==> src/rtl/mips_pkg.sv <==
// mips_pkg: shared constants and the program-loader state encoding
package mips_pkg;
  localparam int INSTR_W = 16;
  localparam logic [7:0] HDR_DEFAULT = 8'hA5;
  localparam logic [3:0] HALT = 4'h9;
  typedef enum logic [2:0] {
    LD_IDLE,
    LD_CNT,
    LD_ADDR,
    LD_HI,
    LD_LO,
    LD_CHK
  } ld_state_e;
endpackage

==> src/rtl/imem_loader.sv <==
// imem_loader: framed byte stream to instruction-memory writes, holds the core in reset until checksum passes
module imem_loader
  import mips_pkg::*;
#(
  parameter int ADDR_W = 8,
  parameter logic [7:0] HDR = HDR_DEFAULT
) (
  input  logic               clk,
  input  logic               rst,
  input  logic               in_valid,
  input  logic [7:0]         in_data,
  output logic               in_ready,
  output logic               imem_we,
  output logic [ADDR_W-1:0]  imem_addr,
  output logic [INSTR_W-1:0] imem_wdata,
  output logic               core_rst,
  output logic               done,
  output logic               err
);
  ld_state_e state_q, state_d;
  logic [7:0] cnt_q, cnt_d, xor_q, xor_d, hi_q, hi_d;
  logic [ADDR_W-1:0] cur_q, cur_d, addr_q, addr_d;
  logic [INSTR_W-1:0] wdata_q, wdata_d;
  logic ready_q, ready_d, we_q, we_d, core_rst_q, core_rst_d, done_q, done_d, err_q, err_d;
  logic fire;
  assign fire = in_valid && ready_q;
  // frame parser: one byte per handshake, running XOR over everything after the header
  always_comb begin
    state_d = state_q;
    cnt_d = cnt_q;
    xor_d = xor_q;
    hi_d = hi_q;
    cur_d = cur_q;
    addr_d = addr_q;
    wdata_d = wdata_q;
    ready_d = 1'b1;
    we_d = 1'b0;
    core_rst_d = core_rst_q;
    done_d = done_q;
    err_d = err_q;
    if (fire) begin
      case (state_q)
        LD_IDLE: if (in_data == HDR) begin
          state_d = LD_CNT;
          core_rst_d = 1'b1;
          done_d = 1'b0;
          err_d = 1'b0;
        end
        LD_CNT: begin
          cnt_d = in_data;
          xor_d = in_data;
          state_d = LD_ADDR;
        end
        LD_ADDR: begin
          cur_d = ADDR_W'(in_data);
          xor_d = xor_q ^ in_data;
          state_d = (cnt_q != 8'd0) ? LD_HI : LD_CHK;
        end
        LD_HI: begin
          hi_d = in_data;
          xor_d = xor_q ^ in_data;
          state_d = LD_LO;
        end
        LD_LO: begin
          we_d = 1'b1;
          addr_d = cur_q;
          wdata_d = {hi_q, in_data};
          cur_d = cur_q + 1'b1;
          cnt_d = cnt_q - 8'd1;
          xor_d = xor_q ^ in_data;
          state_d = (cnt_q == 8'd1) ? LD_CHK : LD_HI;
        end
        LD_CHK: begin
          done_d = (in_data == xor_q);
          err_d = (in_data != xor_q);
          core_rst_d = (in_data != xor_q);
          state_d = LD_IDLE;
        end
        default: state_d = LD_IDLE;
      endcase
    end
  end
  // state and output registers, all cleared asynchronously
  always_ff @(posedge clk or negedge rst) begin
    if (!rst) begin
      state_q <= LD_IDLE;
      cnt_q <= '0;
      xor_q <= '0;
      hi_q <= '0;
      cur_q <= '0;
      addr_q <= '0;
      wdata_q <= '0;
      ready_q <= 1'b0;
      we_q <= 1'b0;
      core_rst_q <= 1'b1;
      done_q <= 1'b0;
      err_q <= 1'b0;
    end else begin
      state_q <= state_d;
      cnt_q <= cnt_d;
      xor_q <= xor_d;
      hi_q <= hi_d;
      cur_q <= cur_d;
      addr_q <= addr_d;
      wdata_q <= wdata_d;
      ready_q <= ready_d;
      we_q <= we_d;
      core_rst_q <= core_rst_d;
      done_q <= done_d;
      err_q <= err_d;
    end
  end
  assign in_ready = ready_q;
  assign imem_we = we_q;
  assign imem_addr = addr_q;
  assign imem_wdata = wdata_q;
  assign core_rst = core_rst_q;
  assign done = done_q;
  assign err = err_q;
endmodule

==> config.mk <==
export PLATFORM = sky130hd
export DESIGN_NAME = imem_loader
export DESIGN_NICKNAME = d
export VERILOG_FILES = /design/src/rtl/mips_pkg.sv /design/src/rtl/imem_loader.sv
export SDC_FILE = /design/constraint.sdc
export NUM_CORES = 1
export LEC_CHECK = 0
export ABC_AREA = 1
export CAP_MARGIN = 10
export CORE_ASPECT_RATIO = 0.9
export CORE_MARGIN = 2
export CORE_UTILIZATION = 30
export DETAILED_ROUTE_END_ITERATION = 8
export PLACE_DENSITY = 0.55
export SLEW_MARGIN = 0
export SYNTH_ARGS = -nofsm -noshare
export SYNTH_HDL_FRONTEND = slang
export SYNTH_SLANG_ARGS = --single-unit
==> constraint.sdc <==
create_clock -name clk -period 3.05 [get_ports clk]
set_input_delay 0.4575 -clock clk [delete_from_list [all_inputs] [get_ports clk]]
set_output_delay 0.4575 -clock clk [all_outputs]
set_load 0.01 [all_outputs]
-- Word-level counts from Yosys, hierarchy flattened
Cells that the tools add are included.
- register bits: 64
- bits of input ports: 11
- output and inout bits: 29
- add/sub/neg operators: 2
- eq/ne operators: 10
- mux-type cells: 14
- bitwise logic cells: 1
- reduce and logical (&&, ||, !) cells: 15
- operators by type and width (operator ; number):
    $pmux W8 S2 ; 3
    $pmux W3 S5 ; 1
    $reduce_and A2 Y1 ; 6
    $mux W3 ; 3
    $add A8 B1 Y8 const B ; 1
    $eq A8 B1 Y1 const B ; 1
    $eq A8 B8 Y1 ; 1
    $eq A8 B8 Y1 const B ; 1
    $ne A8 B8 Y1 ; 1
    $reduce_bool A2 Y1 ; 4
    $reduce_bool A8 Y1 ; 1
    $sub A8 B1 Y8 const B ; 1
    $xor A8 B8 Y8 ; 1
    $eq A3 B2 Y1 const B ; 2
    $eq A3 B3 Y1 const B ; 2
    $pmux W1 S2 ; 3
    $mux W1 ; 4
    $eq A3 B1 Y1 const B ; 1
    $logic_not A3 Y1 ; 1
    $reduce_and A3 Y1 ; 1
    $reduce_or A3 Y1 ; 1
    $ne A2 B2 Y1 const B ; 1
    $logic_and A1 B1 Y1 ; 1

-- Depth between registers and ports, before layout
- depth after elaboration: 4
- depth in mapped cells: 10

-- Worst setup path before layout
OpenSTA, ideal clock, no wires.
- path type: reg-to-reg
- start: reg state_q[0]
- end: reg wdata_q[1] (netlist: imem_wdata[1])
- data arrival time: 1.130 ns
- data required time: 2.923 ns
- path slack: 1.793 ns
- stages on the path, launching flop included: 9
- buffers on the path: 2
- cell sequence: dfrtp_1 buf_6 nor2_4 nand2_4 inv_4 nand2_2 buf_2 nand2_1 o21ai_0
- word-level cells in the longest chain between the ends: 2
- RTL lines (item ; RTL line ; text):
    from (decl) ; imem_loader.sv:20 ; ld_state_e state_q, state_d;
    from (signal assigned) ; imem_loader.sv:99 ; state_q <= state_d;
    $eq A3 B3 Y1 ; imem_loader.sv:42 ; case (state_q)
    $reduce_and A2 Y1 (no source line) ; - ;
    to (signal assigned) ; imem_loader.sv:105 ; wdata_q <= wdata_d;
    to (decl) ; imem_loader.sv:23 ; logic [INSTR_W-1:0] wdata_q, wdata_d;
No other way between the ends.
A chain may end at the register's enable or synchronous reset.

-- Worst setup path after layout
- start: reg state_q[0]
- end: reg wdata_q[9] (netlist: imem_wdata[9])
The elaborated chain is that of the path after synthesis.

==> metrics.csv <==
stage;metric;value;unit
cells_and_area;final_common_cell;nand2_1;
die;initial_utilization;0.3103;
timing;max_freq;517.2;MHz
power_and_ir_drop;ir_drop;0.0002996;V
power_and_ir_drop;p_sw_frac;0.3558;
drt;drtPass1Iterations;4;
drt;ant_nets;0;
cts;hold_buffers;0;
cts;clock_latency;0.33;ns
cts;cts.repair.resized;0;
drt;drc;0;
hold_path;worstHoldPathType;input port to asynchronous set/reset pin;
outcome;outcome;finished clean;
cts;cts_made_buffers;9;
global_routing;grt_pass1_vias;2601;
synth;synth_cell_types;25;
setup_path;path_class;flip-flop to flip-flop;
setup_path;rrSetupSlack;1.12;ns
die;die_height;101.9;um
power_and_ir_drop;p_clk_frac;0.291;
placement;dpl_cell_area;0.003687;mm^2
timing;skew;0.007171;ns
timing;tightest_slew;0.8017;ns
power_and_ir_drop;p_int;2.302;mW
die;die_x;112.8;um
cells_and_area;antenna_cells;0;
placement;dpl.hpwl;5.277;mm
global_routing;grt_pass1_wl;12.65;mm
timing;setup_viol;0;
drt;wire_per_inst;12.40;um
cells_and_area;final_cell_mix;155 x nand2_1, 63 x dfrtp_1, 41 x inv_1, 38 x o21ai_0, 38 x clkdlybuf4s50_1;
timing;drv_slew;0;
cts;cts_sinks;64;
die;die-area;0.01149;mm^2
cells_and_area;area_growth;25.08;%
cts;cts_tree;yes;
setup_path;reg2reg_depth;7;
cts;cts_root_buffer;clkbuf_16;
setup_path;crit_required;3.32;ns
setup_path;r2r-end;imem_wdata[9];
cells_and_area;final_cells;587;
timing;period_needed;1.933;ns
global_routing;top_usage_layer;met2;
timing;min_period_over_period;0.6339;
synth;ys_warn_count;0;
synth;synthesis.instances;411;
die;core_area;0.01029;mm^2
setup_path;r2r_start;state_q[0];
global_routing;overflow;0;
synth;synth-seq-cells;64;
setup_path;cp-end-kind;flip-flop;
job;drv_cap;0;
placement;gp_congestion;0.8281;
global_routing;grtUsageMet1;0.2011;
synth;syn_area;0.003193;mm^2
setup_path;worstPathMaxFanout;41;
power_and_ir_drop;power_leakage;1.986;nW
cts;clk_pin_slew;0.06;ns
die;boundaryPins;40;
cts;htree_levels;3;
timing;final.setup.tns;0;ns
drt;drtIter0Drc;176;
power_and_ir_drop;p_seq_frac;0.395;
drt;via_count;2644;
synth;synth_nets;426;
power_and_ir_drop;p_switching;1.271;mW
global_routing;use_met3;0.03915;
cts;clk_path_buf_depth;2;
timing;hold_viol;0;
cells_and_area;fill_cells;1073;
cts;cts_setup_buffers;0;
power_and_ir_drop;combPwrFrac;0.314;
die;rows;35;
synth;yosysSeqAreaShare;0.5020;
setup_path;start_kind;flip-flop;
drt;routed_wl;7.280;mm
cells_and_area;fin_area;0.003994;mm^2
global_routing;met2_usage;0.2018;
placement;io_buffers;39;
synth;avgSynthCellArea;7.769;um^2
global_routing;grt_antenna_before_repair;0;
global_routing;grt_max_degree;42;
drt;via_per_inst;4.504;
placement;post-place-cells;571;
timing;grt_setup_unrepaired;no;
cells_and_area;drive_above_1_share;0.07424;
cells_and_area;fin_nets;468;
power_and_ir_drop;power.density;894.5;mW/mm^2
timing;max_slew_margin;0.4655;
global_routing;grt_usage;0.1386;
setup_path;cp.arrival;2.20;ns
==> stage by stage <==
stage               hold slack [ns]  total power, mW    util  worst slack [ns]
floorplan                    0.1619            2.146       -             1.793
global placement             0.4507            2.523  0.3583            0.9732
global route                 0.2849            3.860  0.3881            0.8053
CTS                          0.2541            3.610  0.3881             1.058
detailed placement           0.4551            2.545  0.3583            0.9301
finish                       0.2158            3.573  0.3881             1.117
==> flip-flops by register name, summed over array words and instances (netlist names) <==
register    cells
imem_wdata     16
cnt_q           8
cur_q           8
hi_q            8
imem_addr       8
xor_q           8
state_q         3
core_rst        1
done            1
err             1
imem_we         1
in_ready        1
==> final cells by class <==
class | instances | area [um^2] | share of cell area
clock inverter | 6 | 67.56 | 0.01692
clock buffer | 10 | 239.0 | 0.05984
tap | 129 | 161.4 | 0.04041
timing repair buffer | 41 | 400.4 | 0.1003
inverter | 48 | 182.7 | 0.04574
sequential | 64 | 1603 | 0.4013
multi-input combinational | 289 | 1340 | 0.3355
==> worst max-delay path: stages, from the launching register on <==
cell	delay, ns
dfrtp_1	0.49
nor2_4	0.18
nand2_4	0.14
inv_4	0.21
nand2_2	0.42
inv_2	0.30
nand2_1	0.08
nand2_1	0.06
==> per-layer routing <==
layer / routed length (um) / vias up
met4: 61 / 0
met1: 3718 / 1219
met3: 376 / 6
li1: - / 1369
met5: 0 / -
met2: 3125 / 50
==> worst max path at each step <==
stage | from | end | slack [ns] | depth (start not counted)
after floorplan | state_q[0] | imem_wdata[1] | 1.79 | 8
after global placement | in_valid | imem_wdata[10] | 0.97 | 7
after detailed placement | in_valid | imem_wdata[13] | 0.93 | 7
after CTS | state_q[0] | imem_wdata[8] | 1.06 | 7
after global routing | state_q[0] | imem_wdata[9] | 0.81 | 7
final | state_q[0] | imem_wdata[9] | 1.12 | 7
==> cell families after synthesis <==
logic type / Yosys count / share of synthesized area
other cells: 1 / 0.001174
buf+inv: 58 / 0.07837
simple gates: 214 / 0.2766
flops: 64 / 0.5020
xor+xnor: 14 / 0.03840
compound gates: 56 / 0.08777
fa+ha+maj: 4 / 0.01567
==> cells in the mapped netlist (all sizes together) <==
master | instances | area [um^2]
nand4 | 6 | 43.79
xor2 | 8 | 70.07
conb | 1 | 3.750
ha | 4 | 50.05
buf | 9 | 62.55
nand2 | 158 | 605.6
inv | 48 | 182.7
dfrtp | 63 | 1577
nor2 | 29 | 123.9
clkbuf | 1 | 5.000
dfstp | 1 | 26.28
xnor2 | 6 | 52.55
nand3 | 21 | 110.1
a21oi | 6 | 30.03
o21ai | 50 | 250.2
==> power groups by stage <==
stage / combinational, mW / sequential [mW] / clock, mW
2_1_floorplan: 0.747 / 1.40 / 0
5_1_grt: 1.30 / 1.46 / 1.11
6_report: 1.12 / 1.41 / 1.04
3_5_place_dp: 1.13 / 1.42 / 0
3_3_place_gp: 1.10 / 1.42 / 0
4_1_cts: 1.13 / 1.41 / 1.07
(Power assumes the default switching activity.)
